File: config.mk
export PLATFORM = sky130hd
export DESIGN_NAME = voting_tally_seq
export DESIGN_NICKNAME = d
export VERILOG_FILES = /design/src/rtl/voting_pkg.sv /design/src/rtl/voting_counter_bank.sv /design/src/rtl/voting_tally_seq.sv
export SDC_FILE = /design/constraint.sdc
export NUM_CORES = 1
export LEC_CHECK = 0
export BUFFER_PORTS_ARGS = -buffer_cell sky130_fd_sc_hd__buf_2
export CELL_PAD_IN_SITES_DETAIL_PLACEMENT = 1
export CELL_PAD_IN_SITES_GLOBAL_PLACEMENT = 2
export CORE_UTILIZATION = 30
export CTS_CLUSTER_SIZE = 14
export DETAILED_ROUTE_END_ITERATION = 16
export PLACE_DENSITY_LB_ADDON = 0.1
export SLEW_MARGIN = 20
export SYNTH_ARGS = -nofsm -noshare
export SYNTH_HDL_FRONTEND = slang
export SYNTH_SLANG_ARGS = --single-unit
export TNS_END_PERCENT = 10
File: constraint.sdc
create_clock -name clk -period 2.1 [get_ports clk]
set_input_delay 0 -clock clk [delete_from_list [all_inputs] [get_ports clk]]
set_output_delay 0 -clock clk [all_outputs]
set_load 0.05 [all_outputs]
File: src/rtl/voting_pkg.sv
// Shared types and sizing helpers for the sequential voting tally.
// Used by voting_tally_seq and voting_counter_bank.
package voting_pkg;

  typedef enum logic [1:0] {
    IDLE    = 2'd0,
    COLLECT = 2'd1,
    SCAN    = 2'd2,
    DONE    = 2'd3
  } state_t;

  function automatic int nc_of(input int cand_bits);
    return 1 << cand_bits;
  endfunction

  function automatic int cnt_w_of(input int max_votes);
    return $clog2(max_votes + 1);
  endfunction

  // Holder for the width-dependent counter array type.
  virtual class cnt_types #(parameter int CAND_BITS = 2, parameter int CNT_W = 3);
    typedef logic [(1 << CAND_BITS)-1:0][CNT_W-1:0] cnt_arr_t;
  endclass

endpackage

File: src/rtl/voting_counter_bank.sv
// Bank of NC saturating vote counters: synchronous clear, one-hot increment,
// and a registered read port count[rd_idx] consumed by the argmax scan.
module voting_counter_bank
  import voting_pkg::*;
#(
  parameter int CAND_BITS = 2,
  parameter int CNT_W     = 3
) (
  input  logic                 clk,
  input  logic                 rst,
  input  logic                 clr,
  input  logic                 inc_en,
  input  logic [CAND_BITS-1:0] inc_idx,
  input  logic [CAND_BITS-1:0] rd_idx,
  output logic [CNT_W-1:0]     rd_count
);

  localparam int NC = nc_of(CAND_BITS);
  localparam logic [CNT_W-1:0] CNT_MAX = '1;

  typedef cnt_types#(CAND_BITS, CNT_W)::cnt_arr_t cnt_arr_t;

  cnt_arr_t          count_reg;
  logic [NC-1:0]     hit;
  logic [CNT_W-1:0]  rd_count_reg;

  genvar gi;
  generate
    for (gi = 0; gi < NC; gi++) begin : g_hit
      assign hit[gi] = inc_en && (inc_idx == CAND_BITS'(gi));
    end
  endgenerate

  always_ff @(posedge clk or posedge rst) begin
    if (rst) begin
      count_reg <= '0;
    end else begin
      for (int i = 0; i < NC; i++) begin
        if (clr)
          count_reg[i] <= '0;
        else if (hit[i] && count_reg[i] != CNT_MAX)
          count_reg[i] <= count_reg[i] + CNT_W'(1);
      end
    end
  end

  always_ff @(posedge clk or posedge rst) begin
    if (rst) rd_count_reg <= '0;
    else     rd_count_reg <= count_reg[rd_idx];
  end

  assign rd_count = rd_count_reg;

endmodule

File: src/rtl/voting_tally_seq.sv
// Sequential ballot tally with a one-candidate-per-cycle argmax scan and a held
// result handshake. Optional tie output is enabled by defining VOTING_TALLY_TIE_EN.
module voting_tally_seq
  import voting_pkg::*;
#(
  parameter int CAND_BITS = 2,
  parameter int MAX_VOTES = 4,
  parameter int CNT_W     = cnt_w_of(MAX_VOTES)
) (
  input  logic                 clk,
  input  logic                 rst,
  input  logic                 start,
  input  logic                 ballot_valid,
  input  logic [CAND_BITS-1:0] ballot,
  output logic                 ballot_ready,
  input  logic                 close,
  output logic                 result_valid,
  input  logic                 result_ready,
  output logic [CAND_BITS-1:0] winner,
  output logic [CNT_W-1:0]     winner_count
`ifdef VOTING_TALLY_TIE_EN
  ,
  output logic                 tie
`endif
);

  localparam int IW = CAND_BITS + 1;
  localparam int NC = nc_of(CAND_BITS);
  localparam logic [CNT_W-1:0] MAX_V = CNT_W'(MAX_VOTES);
  localparam logic [IW-1:0]    LAST  = IW'(NC);

  state_t               state_reg, state_next;
  logic [CNT_W-1:0]     total_reg, total_next;
  logic [IW-1:0]        idx_reg, idx_next;
  logic [CAND_BITS-1:0] best_idx_reg, best_idx_next;
  logic [CNT_W-1:0]     best_cnt_reg, best_cnt_next;
  logic [CAND_BITS-1:0] winner_reg, winner_next;
  logic [CNT_W-1:0]     winner_count_reg, winner_count_next;
  logic                 result_valid_reg, result_valid_next;
`ifdef VOTING_TALLY_TIE_EN
  logic                 eq_reg, eq_next;
  logic                 tie_reg, tie_next;
`endif

  logic                 clr;
  logic                 accept;
  logic [CNT_W-1:0]     rd_count;
  logic [CAND_BITS-1:0] cand;

  assign ballot_ready = (state_reg == COLLECT) && (total_reg < MAX_V);
  assign accept       = ballot_valid && ballot_ready;
  assign clr          = (state_reg == IDLE) && start;
  // The read port is registered, so the count arriving now belongs to idx_reg-1.
  assign cand         = CAND_BITS'(idx_reg - IW'(1));

  voting_counter_bank #(
    .CAND_BITS (CAND_BITS),
    .CNT_W     (CNT_W)
  ) u_bank (
    .clk      (clk),
    .rst      (rst),
    .clr      (clr),
    .inc_en   (accept),
    .inc_idx  (ballot),
    .rd_idx   (idx_reg[CAND_BITS-1:0]),
    .rd_count (rd_count)
  );

  always_comb begin
    state_next        = state_reg;
    total_next        = total_reg;
    idx_next          = idx_reg;
    best_idx_next     = best_idx_reg;
    best_cnt_next     = best_cnt_reg;
    winner_next       = winner_reg;
    winner_count_next = winner_count_reg;
    result_valid_next = result_valid_reg;
`ifdef VOTING_TALLY_TIE_EN
    eq_next           = eq_reg;
    tie_next          = tie_reg;
`endif
    case (state_reg)
      IDLE: begin
        if (start) begin
          state_next = COLLECT;
          total_next = '0;
        end
      end
      COLLECT: begin
        if (accept)
          total_next = total_reg + CNT_W'(1);
        if (close) begin
          state_next = SCAN;
          idx_next   = '0;
        end
      end
      SCAN: begin
        idx_next = idx_reg + IW'(1);
        if (idx_reg != '0) begin
          // First candidate seeds the best; later ones win only if strictly greater.
          if (idx_reg == IW'(1) || rd_count > best_cnt_reg) begin
            best_idx_next = cand;
            best_cnt_next = rd_count;
`ifdef VOTING_TALLY_TIE_EN
            eq_next       = 1'b0;
          end else if (rd_count == best_cnt_reg) begin
            eq_next       = 1'b1;
`endif
          end
        end
        if (idx_reg == LAST) begin
          state_next        = DONE;
          winner_next       = best_idx_next;
          winner_count_next = best_cnt_next;
          result_valid_next = 1'b1;
`ifdef VOTING_TALLY_TIE_EN
          tie_next          = eq_next;
`endif
        end
      end
      DONE: begin
        if (result_ready) begin
          state_next        = IDLE;
          result_valid_next = 1'b0;
        end
      end
      default: state_next = IDLE;
    endcase
  end

  always_ff @(posedge clk or posedge rst) begin
    if (rst) begin
      state_reg        <= IDLE;
      total_reg        <= '0;
      idx_reg          <= '0;
      best_idx_reg     <= '0;
      best_cnt_reg     <= '0;
      winner_reg       <= '0;
      winner_count_reg <= '0;
      result_valid_reg <= 1'b0;
`ifdef VOTING_TALLY_TIE_EN
      eq_reg           <= 1'b0;
      tie_reg          <= 1'b0;
`endif
    end else begin
      state_reg        <= state_next;
      total_reg        <= total_next;
      idx_reg          <= idx_next;
      best_idx_reg     <= best_idx_next;
      best_cnt_reg     <= best_cnt_next;
      winner_reg       <= winner_next;
      winner_count_reg <= winner_count_next;
      result_valid_reg <= result_valid_next;
`ifdef VOTING_TALLY_TIE_EN
      eq_reg           <= eq_next;
      tie_reg          <= tie_next;
`endif
    end
  end

  assign result_valid = result_valid_reg;
  assign winner       = winner_reg;
  assign winner_count = winner_count_reg;
`ifdef VOTING_TALLY_TIE_EN
  assign tie          = tie_reg;
`endif

endmodule

==> results.json <==
{
  "min_path_cells": 3,
  "grt_pass1_wl_um": 7493,
  "final_area_mm2": 0.002228,
  "dp_hpwl_um": 3269,
  "drive_gt1_frac": 0.2071,
  "slew_headroom": 0.6779,
  "worst_path_max_delay_cell": "dfrtp_1",
  "irDropWorstVdd_v": 0.0005162,
  "power_density_mw_per_mm2": 1357,
  "hold_path_class": "input port to register",
  "drv_slew": 0,
  "cp-start-kind": "register",
  "cp_slowest_stage_delay_ps": 410,
  "status": "complete, no violations",
  "synth_edf_count": 0,
  "ys.flop_type": "dfrtp_1",
  "min_period_over_period": 0.8954,
  "numCtsBuffers": 5,
  "hold_violations": 0,
  "insertion_delay_ps": 280,
  "clkSlewWorstSetupHoldPaths_ps": 80,
  "async_reset_ff_frac": 1.000,
  "syn_to_final_growth_pct": 13.08,
  "ant_nets": 0,
  "pin_count": 15,
  "r2r_start": "u_bank.rd_count[1]",
  "drt_iter0_markers": 34,
  "post-route-drc-count": 0,
  "antenna_cells": 0,
  "gp_congestion": 0.7738,
  "grt_antenna_before_repair": 0,
  "maxCapViolCount": 0,
  "grt_overflow": 0,
  "routed_wl_um": 4154,
  "netSwitchingPower_w": 0.001309,
  "synth-seq-cells": 34,
  "p_sw_frac": 0.4329,
  "cts_tree": "built",
  "syn-mean-instance-area_um2": 11.01,
  "vias": 1352,
  "syn-instance-count": 179,
  "crit_chain": "ha_1, nor2b_1, o311ai_4, a21oi_2, mux2_2",
  "dr.pass1.iters": 4,
  "cts_buffer_depth": 2,
  "hp-start": "result_ready",
  "rsz0062_at_grt": "false",
  "worst-path-max-fanout": 5,
  "finalSetupViolCount": 0,
  "clkSinkCount": 34,
  "core-area_mm2": 0.006350,
  "die_w_um": 83.05,
  "reg2regPathDepth": 5,
  "syn_nets": 207,
  "yosysSeqAreaShare": 0.4317,
  "power.leakage_nw": 1.132,
  "dieArea_mm2": 0.006897,
  "arrival_ps": 2050,
  "wl_per_cell_um": 15.11,
  "via_per_inst": 4.916,
  "largest_reg_flops": 12,
  "tightestPinTransition_ps": 483.2,
  "worstSetupEndpointType": "register",
  "grt_start_max_net_pins": 35,
  "fmax_ghz": 0.5318,
  "first_global_vias": 1551,
  "crit_type": "register to register",
  "post_dp_cell_area_mm2": 0.002121,
  "num_rows": 29,
  "clockPowerShare": 0.171,
  "io_buffers": 14,
  "htree_levels": 2,
  "die_h_um": 83.05,
  "setup-tns-final_ps": 0,
  "r2r_slack_ps": 220,
  "finalClockSkew_ps": 12.06,
  "combPwrFrac": 0.489,
  "nets": 225,
  "initial_core_util": 0.3103,
  "crit_family": "compound AO/OA/AOI/OAI gates",
  "min_to": "result_valid",
  "post-route-min-period_ps": 1880,
  "required_ps": 2270,
  "netlist_area_mm2": 0.001971,
  "power_frac_seq": 0.341,
  "critPathBufInv": 0,
  "r2r-end": "best_cnt_reg[1]",
  "cts-root-buf": "clkbuf_8",
  "synth_cell_types": 41,
  "groute.usage.overall": 0.1368,
  "yosysWarnings": 0,
  "p_int_w": 0.001715
}
-- cell families after synthesis --
kind of cell | share of synthesized area
buffers and inverters | 0.05206
AOI/OAI and AO/OA | 0.1168
and+or+nand+nor | 0.1308
adders and majority gates | 0.1270
DFF | 0.4317
xor gates and xnor gates | 0.01778
muxes | 0.1238
-- worst max path at each step --
stage / from / end / slack [ps] / depth (start not counted)
final: u_bank.rd_count[1] / best_cnt_reg[1] / 220 / 5
after global routing: best_cnt_reg[1] / best_cnt_reg[1] / 50 / 6
after CTS: state_reg[1] / u_bank.count_reg[5] / 110 / 6
after detailed placement: state_reg[1] / u_bank.count_reg[5] / 120 / 6
after global placement: state_reg[1] / u_bank.count_reg[8] / 220 / 6
after floorplan: best_cnt_reg[1] / best_cnt_reg[0] / 330 / 6
-- power by group through the flow --
stage | combinational [W] | sequential (W) | clock (W)
after floorplan | 0.000970 | 0.00119 | 0
after global placement | 0.00145 | 0.00104 | 0
after detailed placement | 0.00150 | 0.00105 | 0
after CTS | 0.00151 | 0.00104 | 0.000546
after global routing | 0.00166 | 0.00107 | 0.000577
final | 0.00148 | 0.00103 | 0.000516
-- timing repair --
action,4_1_cts,5_1_grt
endpoints found under the setup margin,0,5
buffers inserted,0,0
hold buffers,1,0
gates resized for setup,0,1
hold endpoints to repair,34,0
-- area by class of cell --
type                       count  area [µm²]
fill                         720        4121
clock buffer                   6       82.58
clock inverter                 2       12.51
inverter                      15       56.30
multi-input combinational    122        1020
sequential                    34       850.8
tap                           77       96.34
timing repair buffer          19       110.1
-- tightest hold or removal path, stage by stage --
cell and delay [ps]:
buf_2 90, o21ai_0 80, a21oi_1 140
-- cells in the final DEF, fill, tap and decap left out, drive strengths merged, types with 2 or more instances in the layout --
cell | synthesis | routed
nand2 | 4 | 4
ha | 20 | 20
xor2 | 3 | 3
nand2b | 2 | 2
mux2 | 5 | 5
a22o | 3 | 3
nand3 | 3 | 3
mux2i | 12 | 12
nor3b | 2 | 2
mux4 | 3 | 3
nor2 | 20 | 20
o21ai | 9 | 9
inv | 15 | 15
nor2b | 3 | 3
buf | 3 | 18
clkbuf | 5 | 6
a21oi | 10 | 10
a31oi | 4 | 4
dfrtp | 34 | 34
or3 | 2 | 2
-- layer usage --
metal | wire length, µm | vias to the layer above | track usage
li1 | - | 666 | -
met1 | 1898 | 667 | 0.1645
met2 | 2104 | 15 | 0.2407
met3 | 118 | 4 | 0.03380
met4 | 32 | 0 | 0.04075
met5 | 0 | - | 0
-- Yosys cell counts, types with 2 or more instances --
library cell,instances,area [µm²]
buf_6,2,22.52
nor3b_2,2,25.02
nand2b_1,2,12.51
dfrtp_1,34,850.8
a31oi_1,4,25.02
mux2_2,3,33.78
inv_1,15,56.30
nand2_1,4,15.01
ha_1,20,250.2
mux2_1,2,22.52
a22o_1,3,26.28
nor2_1,19,71.32
a21oi_1,9,45.04
o21ai_0,9,45.04
xor2_1,3,26.28
clkbuf_1,5,18.77
nor2b_1,3,18.77
mux4_2,3,67.56
or3_1,2,12.51
nand3_1,3,15.01
mux2i_1,12,120.1
-- metrics by stage --
step / power (W) / worst slack [ps] / utilization / hold WS, ps / cells
finish: 0.003024 / 219.6 / 0.3509 / 59.09 / 275
global route: 0.003302 / 53.11 / 0.3509 / 67.92 / 275
CTS: 0.003096 / 108.1 / 0.3505 / 50.56 / 275
detailed placement: 0.002555 / 118.0 / 0.3340 / 140.7 / 266
global placement: 0.002488 / 217.2 / 0.3340 / 126.9 / 266
floorplan: 0.002156 / 330.7 / - / 141.6 / 179
(Power assumes the default switching activity.)
